## src/rtl/ram_arb_pkg.sv

```systemverilog
// ram_arb_pkg: shared types and defaults for the RAM arbiter slice.
//   AW_DEF / DW_DEF : default RAM address / data widths
//   req_id_e        : requester identity (REQ_A = 0, REQ_B = 1)
//   tag_t           : read-response tag {valid, id} carried down the pipeline
package ram_arb_pkg;

  localparam int AW_DEF = 5;
  localparam int DW_DEF = 32;

  typedef enum logic {
    REQ_A = 1'b0,
    REQ_B = 1'b1
  } req_id_e;

  typedef struct packed {
    logic    valid;
    req_id_e id;
  } tag_t;

  localparam tag_t TAG_IDLE = '{valid: 1'b0, id: REQ_A};

endpackage

```

## src/rtl/ram_arbiter_if.sv

```systemverilog
// ram_arbiter_if: one requester's req/gnt command bus plus its read-response
// return path.
//   req    requester -> arbiter  access request, held until accepted
//   we     requester -> arbiter  1 = write, 0 = read
//   addr   requester -> arbiter  word address
//   wdata  requester -> arbiter  write data
//   gnt    arbiter -> requester  combinational grant
//   rvalid arbiter -> requester  one-cycle read-data strobe
//   rdata  arbiter -> requester  read data, valid while rvalid is high
// Modports: master = requester side, slave = arbiter side.
interface ram_arbiter_if #(
  parameter int AW = ram_arb_pkg::AW_DEF,
  parameter int DW = ram_arb_pkg::DW_DEF
) ();

  logic          req;
  logic          we;
  logic [AW-1:0] addr;
  logic [DW-1:0] wdata;
  logic          gnt;
  logic          rvalid;
  logic [DW-1:0] rdata;

  modport master (
    output req, we, addr, wdata,
    input  gnt, rvalid, rdata
  );

  modport slave (
    input  req, we, addr, wdata,
    output gnt, rvalid, rdata
  );

endinterface

```

## src/rtl/rr_arb2.sv

```systemverilog
// rr_arb2: two-way grant logic for the RAM arbiter.
//   clk, rst_n     clock / asynchronous active-low reset
//   req_a, req_b   requests
//   gnt_a, gnt_b   combinational grants (at most one high)
//   win_id         identity of the granted requester (REQ_A when none)
// Build option RAM_ARB_RR_EN: when defined, conflicts are resolved round-robin
// through the `last` register (reset to REQ_B so A wins the first conflict);
// when undefined, A always beats B and no state is kept.
module rr_arb2
  import ram_arb_pkg::*;
(
  input  logic    clk,
  input  logic    rst_n,
  input  logic    req_a,
  input  logic    req_b,
  output logic    gnt_a,
  output logic    gnt_b,
  output req_id_e win_id
);

`ifdef RAM_ARB_RR_EN
  req_id_e last;

  // On conflict the requester that did not win most recently goes first.
  always_comb begin
    gnt_a = req_a & (~req_b | (last == REQ_B));
    gnt_b = req_b & (~req_a | (last == REQ_A));
  end

  // A grant is always an acceptance, so the pointer follows the grant.
  always_ff @(posedge clk or negedge rst_n) begin
    if (!rst_n) begin
      last <= REQ_B;
    end else if (gnt_a) begin
      last <= REQ_A;
    end else if (gnt_b) begin
      last <= REQ_B;
    end
  end
`else
  always_comb begin
    gnt_a = req_a;
    gnt_b = req_b & ~req_a;
  end

  // Fixed priority is stateless; clock and reset are intentionally unused.
  logic unused_clk_rst;
  assign unused_clk_rst = clk ^ rst_n;
`endif

  assign win_id = gnt_b ? REQ_B : REQ_A;

endmodule

```

## src/rtl/ram_arbiter.sv

```systemverilog
// ram_arbiter: shares one single-port synchronous RAM between requesters A and
// B. The winning command is registered onto the RAM pins; read data returns
// to its owner through a two-stage {valid, id} tag pipeline.
//   clk, rst_n  clock / asynchronous active-low reset
//   a, b        requester buses (ram_arbiter_if.slave)
//   ram_cen     RAM chip enable
//   ram_wen     RAM write enable
//   ram_addr    RAM address
//   ram_din     RAM write data
//   ram_dout    RAM registered read data (zero on write / idle cycles)
// Build option RAM_ARB_RR_EN selects round-robin (defined) or fixed A-first
// (undefined) arbitration inside rr_arb2.
module ram_arbiter
  import ram_arb_pkg::*;
#(
  parameter int AW = AW_DEF,
  parameter int DW = DW_DEF
) (
  input  logic          clk,
  input  logic          rst_n,
  ram_arbiter_if.slave  a,
  ram_arbiter_if.slave  b,
  output logic          ram_cen,
  output logic          ram_wen,
  output logic [AW-1:0] ram_addr,
  output logic [DW-1:0] ram_din,
  input  logic [DW-1:0] ram_dout
);

  logic          gnt_a;
  logic          gnt_b;
  logic          accept_p0;
  req_id_e       win_id_p0;
  logic          we_p0;
  logic [AW-1:0] addr_p0;
  logic [DW-1:0] wdata_p0;
  tag_t          tag_p1;
  tag_t          tag_p2;

  rr_arb2 u_arb (
    .clk    (clk),
    .rst_n  (rst_n),
    .req_a  (a.req),
    .req_b  (b.req),
    .gnt_a  (gnt_a),
    .gnt_b  (gnt_b),
    .win_id (win_id_p0)
  );

  assign a.gnt     = gnt_a;
  assign b.gnt     = gnt_b;
  assign accept_p0 = gnt_a | gnt_b;

  always_comb begin
    we_p0    = a.we;
    addr_p0  = a.addr;
    wdata_p0 = a.wdata;
    if (win_id_p0 == REQ_B) begin
      we_p0    = b.we;
      addr_p0  = b.addr;
      wdata_p0 = b.wdata;
    end
  end

  // ---- p0 -> p1: accept edge, command onto RAM pins, read tag enters p1 ----
  always_ff @(posedge clk or negedge rst_n) begin
    if (!rst_n) begin
      ram_cen  <= 1'b0;
      ram_wen  <= 1'b0;
      ram_addr <= '0;
      ram_din  <= '0;
      tag_p1   <= TAG_IDLE;
    end else begin
      ram_cen       <= accept_p0;
      ram_wen       <= accept_p0 & we_p0;
      tag_p1.valid  <= accept_p0 & ~we_p0;
      tag_p1.id     <= win_id_p0;
      if (accept_p0) begin
        ram_addr <= addr_p0;
        ram_din  <= wdata_p0;
      end
    end
  end

  // ---- p1 -> p2: RAM captures the read at this same edge ----
  always_ff @(posedge clk or negedge rst_n) begin
    if (!rst_n) begin
      tag_p2 <= TAG_IDLE;
    end else begin
      tag_p2 <= tag_p1;
    end
  end

  // ---- p2 -> response: only a valid tag forwards ram_dout, so the RAM's
  // zeroed output on write/idle cycles never reaches a requester ----
  always_ff @(posedge clk or negedge rst_n) begin
    if (!rst_n) begin
      a.rvalid <= 1'b0;
      b.rvalid <= 1'b0;
      a.rdata  <= '0;
      b.rdata  <= '0;
    end else begin
      a.rvalid <= tag_p2.valid & (tag_p2.id == REQ_A);
      b.rvalid <= tag_p2.valid & (tag_p2.id == REQ_B);
      if (tag_p2.valid && tag_p2.id == REQ_A) begin
        a.rdata <= ram_dout;
      end
      if (tag_p2.valid && tag_p2.id == REQ_B) begin
        b.rdata <= ram_dout;
      end
    end
  end

endmodule

```

## src/flat_wrapper.sv

```systemverilog
// flat-port wrapper written by rule: the top's interface ports become plain ports
module ram_arbiter_flat import ram_arb_pkg::*;
#(
  parameter int AW = AW_DEF,
  parameter int DW = DW_DEF
)
  (clk, rst_n, ram_cen, ram_wen, ram_addr, ram_din, ram_dout, a_req, a_we, a_addr, a_wdata, a_gnt, a_rvalid, a_rdata, b_req, b_we, b_addr, b_wdata, b_gnt, b_rvalid, b_rdata);
  ram_arbiter_if #(.AW(AW), .DW(DW)) a_i ();
  ram_arbiter_if #(.AW(AW), .DW(DW)) b_i ();
  input  logic clk;
  input  logic rst_n;
  output logic ram_cen;
  output logic ram_wen;
  output logic [AW-1:0] ram_addr;
  output logic [DW-1:0] ram_din;
  input  logic [DW-1:0] ram_dout;
  input wire logic [$bits(a_i.req)-1:0] a_req;
  input wire logic [$bits(a_i.we)-1:0] a_we;
  input wire logic [$bits(a_i.addr)-1:0] a_addr;
  input wire logic [$bits(a_i.wdata)-1:0] a_wdata;
  output wire logic [$bits(a_i.gnt)-1:0] a_gnt;
  output wire logic [$bits(a_i.rvalid)-1:0] a_rvalid;
  output wire logic [$bits(a_i.rdata)-1:0] a_rdata;
  input wire logic [$bits(b_i.req)-1:0] b_req;
  input wire logic [$bits(b_i.we)-1:0] b_we;
  input wire logic [$bits(b_i.addr)-1:0] b_addr;
  input wire logic [$bits(b_i.wdata)-1:0] b_wdata;
  output wire logic [$bits(b_i.gnt)-1:0] b_gnt;
  output wire logic [$bits(b_i.rvalid)-1:0] b_rvalid;
  output wire logic [$bits(b_i.rdata)-1:0] b_rdata;
  assign a_i.req = a_req;
  assign a_i.we = a_we;
  assign a_i.addr = a_addr;
  assign a_i.wdata = a_wdata;
  assign a_gnt = a_i.gnt;
  assign a_rvalid = a_i.rvalid;
  assign a_rdata = a_i.rdata;
  assign b_i.req = b_req;
  assign b_i.we = b_we;
  assign b_i.addr = b_addr;
  assign b_i.wdata = b_wdata;
  assign b_gnt = b_i.gnt;
  assign b_rvalid = b_i.rvalid;
  assign b_rdata = b_i.rdata;
  ram_arbiter #(.AW(AW), .DW(DW)) u_core (.clk(clk), .rst_n(rst_n), .a(a_i), .b(b_i), .ram_cen(ram_cen), .ram_wen(ram_wen), .ram_addr(ram_addr), .ram_din(ram_din), .ram_dout(ram_dout));
endmodule
```

## config.mk

```make
export PLATFORM = sky130hd
export DESIGN_NAME = ram_arbiter_flat
export DESIGN_NICKNAME = d
export VERILOG_FILES = /design/src/rtl/ram_arb_pkg.sv /design/src/rtl/ram_arbiter_if.sv /design/src/rtl/rr_arb2.sv /design/src/rtl/ram_arbiter.sv /design/src/flat_wrapper.sv
export SDC_FILE = /design/constraint.sdc
export NUM_CORES = 1
export LEC_CHECK = 0
export ABC_CLOCK_PERIOD_IN_PS = 2000
export BUFFER_PORTS_ARGS = -buffer_cell sky130_fd_sc_hd__buf_2
export CAP_MARGIN = 20
export CORE_ASPECT_RATIO = 0.8
export CORE_MARGIN = 3
export CORE_UTILIZATION = 51
export CTS_BUF_LIST = sky130_fd_sc_hd__clkbuf_2 sky130_fd_sc_hd__clkbuf_4 sky130_fd_sc_hd__clkbuf_8
export DETAILED_ROUTE_END_ITERATION = 7
export GPL_TIMING_DRIVEN = 0
export HOLD_SLACK_MARGIN = 0.1
export PLACE_DENSITY = 0.9
export SLEW_MARGIN = 20
export SYNTH_ARGS = -nofsm -noshare
export SYNTH_HDL_FRONTEND = slang
export SYNTH_SLANG_ARGS = --single-unit
```

## constraint.sdc

```tcl
create_clock -name clk -period 2 [get_ports clk]
set_input_delay 0.4 -clock clk [delete_from_list [all_inputs] [get_ports clk]]
set_output_delay 0.4 -clock clk [all_outputs]
set_load 0.02 [all_outputs]
```

# Word-level counts from Yosys, hierarchy flattened
# Cells that the tools add are included.
[word_totals] in_bits=112 register_bits=109 out_inout_bits=107
[classes] reduce_logical=2 n_bitwise=9 mux=4
[ops] operator="$mux W32" n=1
[ops] operator="$and A1 B1 Y1" n=5
[ops] operator="$mux W5" n=1
[ops] operator="$not A1 Y1" n=3
[ops] operator="$logic_and A1 B1 Y1" n=2
[ops] operator="$mux W1" n=2
[ops] operator="$or A1 B1 Y1" n=1

# Longest topological paths before layout
[depth] word_depth=6 ltp_mapped=5 depth_no_buf=2

# Hierarchy
# From an unflattened synthesis, not the netlist that was laid out.
[unflattened] cells_unflattened=318 area_unflattened_um2=4575.6
[modules_own_cells] module="ram_arbiter" instances=1 cells_per_inst=315 area_per_inst_um2=4546.9
[modules_own_cells] module="rr_arb2" instances=1 cells_per_inst=3 area_per_inst_um2=28.8

# Worst setup path before layout
# Ideal clock, no wire load.
[synth_timing] path_kind="input-to-output" from="in b_req" to="out b_gnt" t_required_ns=1.600 path_slack_ns=0.675 arrival_ns=0.925 n_path_buf=2 cell_stages=3 path_cell_list="buf_2 -> buf_6 -> and2b_1"
[synth_via] elab_chain_len=1
[synth_lines] element="start: declaration" line_no="flat_wrapper.sv:24" source="input wire logic [$bits(b_i.req)-1:0] b_req;"
[synth_lines] element="$and A1 B1 Y1" line_no="rr_arb2.sv:43" source="gnt_b = req_b & ~req_a;"
[synth_lines] element="end: declaration" line_no="flat_wrapper.sv:28" source="output wire logic [$bits(b_i.gnt)-1:0] b_gnt;"
# Every way passes these cells.

# Final worst setup path
# Same ends and word-level chain as after synthesis.

==> flow_summary_export.csv <==
group,metric,value,unit
status,status,"finished, final reports clean",
global_route,grt_pass1_wl,18800,um
clocking,clkSinkCount,109,
yosys,syn_inst,314,
power_and_ir_drop,swShare,31.25,%
finish,final_util,69.90,%
drt,drt_iter0_markers,120,
finish,layout-drive-gt1-share,57.92,%
drt,route.detailed.wl_per_inst,16.98,um
finish,area_delta_synth_final,32.58,%
power_and_ir_drop,ir_worst_vdd,0.5179,mV
placed_design,dpl-instance-area,5772,um2
power_and_ir_drop,clockPowerShare,23.5,%
critical_path,critPathLaunchType,"primary input",
critical_path,cp-end-kind,"output pin",
min_path,hp-class,"primary input to flip-flop",
yosys,yosys.area.top_type,"dfrtp_1",
sta,maxSlewViolCount,0,
power_and_ir_drop,p_switching,1.770,mW
sta,finalWorstSetupSlack,0.5250,ns
die,die_w,111.2,um
yosys,synth_top_family_by_area,"multiplexers",
global_route,grt_max_degree,85,
yosys,yosys_warnings,0,
finish,antenna_cells,0,
critical_path,cp_top_family,"buffers and inverters",
power_and_ir_drop,p_int,3.894,mW
die,coreArea,8558,um2
sta,skew,0.004428,ns
critical_path,critPathSlowestCell,"and2b_1",
yosys,synth_area_per_cell,14.37,um2
power_and_ir_drop,seq_power_share,48.4,%
critical_path,critPathBufInv,3,
die,dieArea,10020,um2
sta,max-slew-margin-rel,66.44,%
drt,via_count,3290,
critical_path,cpMostUsedCell,"buf_2",
sta,final_hold_viol_count,0,
yosys,yosys.area_share.simple,3.827,%
critical_path,crit_type,"primary input to output pin",
yosys,synth_seq_area_share,60.45,%
sta,rsz0062_at_grt,"false",
yosys,synthAdderAreaFrac,0,%
clocking,ctsLongestPathBuffers,2,
die,die_y,90.13,um
clocking,cts_root_buffer,"clkbuf_8",
run,maxCapViolCount,0,
placed_design,pre_cts_ws,0.5211,ns
sta,min_period,1.475,ns
power_and_ir_drop,p_leak,3.150,nW
drt,routed_wl,11220,um
power_and_ir_drop,pwr_density_cell,946.9,nW/um2
sta,setup_tns,0,ns
yosys,yosysTopAreaCellShare,60.45,%
drt,route.detailed.drc,0,
yosys,yosysUniqueCellTypes,18,
yosys,synth_seq_cells,109,
critical_path,worstPathRequired,1.60,ns
die,start_util,52.72,%
clocking,cts_tree,"built",
clocking,insertion_delay,0.35,ns
sta,finalCritPeriodShare,73.75,%
critical_path,r2r-start,"u_core.tag_p2[0]",
sta,clock.fmax,678.0,MHz
sta,whs,0.2342,ns
drt,via_per_inst,4.977,
global_route,antenna_found_initial,0,
drt,postRouteAntennaNets,0,
finish,post-route-cell-area,5982,um2
sta,tightestPinTransition,0.5034,ns
yosys,synthTopCellsByArea,"dfrtp_1 (60%), mux2_4 (10%), mux2_2 (8.2%), mux2i_1 (8.2%), o21ai_0 (3.1%)",
placed_design,io_buffers,217,
clocking,post-cts-setup-buffers,0,
yosys,muxShareOfSynthArea,26.76,%
global_route,gr-total-overflow,0,
power_and_ir_drop,design_power_total,5.664,mW
critical_path,path_cells,"buf_2 > buf_6 > and2b_1 > buf_2",
clocking,htreeDepth,3,
die,rows,30,
yosys,netlist_area,4512,um2
yosys,synth_fp_nets,426,
die,ios,219,
finish,num-nets-final,656,
clocking,cts_made_buffers,9,
sta,finalSetupViolCount,0,
global_route,track_usage,23.38,%
min_path,worstHoldStart,"a_wdata[11]",
drt,dr.pass1.iters,4,
yosys,synth_xor_area_share,0,%
critical_path,cp.arrival,1.08,ns
finish,stdcell_count,661,
placed_design,placed_cells,644,
power_and_ir_drop,p_comb_share,28.1,%
clocking,clkSlewWorstSetupHoldPaths,0.10,ns
placed_design,place_congestion,0.8785,
critical_path,cpPeakStageDelay,0.20,ns
global_route,grt_pass1_vias,3594,
yosys,synth_compound_area_share,4.493,%
critical_path,critPathMaxFanout,10,
placed_design,hpwl,8785,um
critical_path,crit_start,"b_req",
-- cells in the mapped netlist, drive strengths merged --
master / number
or2: 1
o21ai: 37
nand2: 38
mux2i: 37
and2b: 1
clkbuf: 4
buf: 17
nor2b: 1
a22o: 2
dfrtp: 109
mux2: 64
inv: 3
-- tightest hold or removal path, delay by kind of cell --
kind | cells | cell delay (ns)
simple gates | 1 | 0.03
buf+inv | 1 | 0.07
compound gates | 1 | 0.05
-- state kept, by name (all words and copies together), names as in the netlist --
name and count:
u_core.a.rvalid 1, u_core.ram_cen 1, u_core.b.rdata 32, u_core.tag_p1 2
u_core.ram_wen 1, u_core.ram_din 32, u_core.a.rdata 32, u_core.tag_p2 2
u_core.ram_addr 5, u_core.b.rvalid 1
-- logic make-up (layout without fill, tap and decap cells) --
kind of cell / Yosys count / after routing
multiplexers: 101 / 101
AND/OR/NAND/NOR: 41 / 41
flip-flops: 109 / 109
buffers and inverters: 24 / 259
AO/OA/AOI/OAI: 39 / 39
-- path summary, 6_finish.rpt --
kind | endpoint | slack, ns | cells past startpoint
max | b_gnt | 0.52 | 4
min | u_core.ram_din[11] | 0.23 | 3
max reg2reg | u_core.a.rdata[24] | 0.73 | 4
min reg2reg | u_core.tag_p2[1] | 0.36 | 0
max in group asynchronous | u_core.ram_din[4] | 0.83 | 3
min in group asynchronous | u_core.b.rdata[2] | 0.48 | 2
-- layer usage --
layer  wire, um  vias to the layer above  track usage (%)
li1           -                     1534                -
met2       5684                      154            40.41
met5          0                        -                0
met4        205                        0            6.586
met3        946                       19            8.008
met1       4387                     1583            27.88
-- layout make-up --
class,instances,area [um2]
Buffer,21,190.2
Clock buffer,12,152.6
Clock inverter,4,47.55
Fill cell,610,2576
Inverter,3,11.26
Multi-Input combinational cell,181,1583
Sequential cell,109,2728
Tap cell,112,140.1
Timing Repair Buffer,219,1130
-- placed cells by master (no fill, tap or decap), drive strengths merged --
cell,instances
buf,235
o21ai,37
inv,3
nor2b,1
bufinv,1
dfrtp,109
or2,1
nand2,38
dlygate4sd3,1
clkbuf,16
mux2i,37
mux2,64
a22o,2
clkinv,2
clkinvlp,1
and2b,1
-- power groups by stage --
stage	Sequential (mW)	Clock (mW)	Combinational (mW)
global route	2.79	1.46	1.70
detailed placement	2.79	0	1.60
CTS	2.75	1.37	1.61
floorplan	3.20	0	0.520
finish	2.74	1.33	1.59
global placement	2.76	0	1.56
-- what timing repair did --
action / in CTS / in global routing
hold buffers: 1 / 0
endpoints found under the hold margin: 25 / 0
gates resized for setup: 0 / 0
Note: power is estimated with default switching activity, not from simulation.
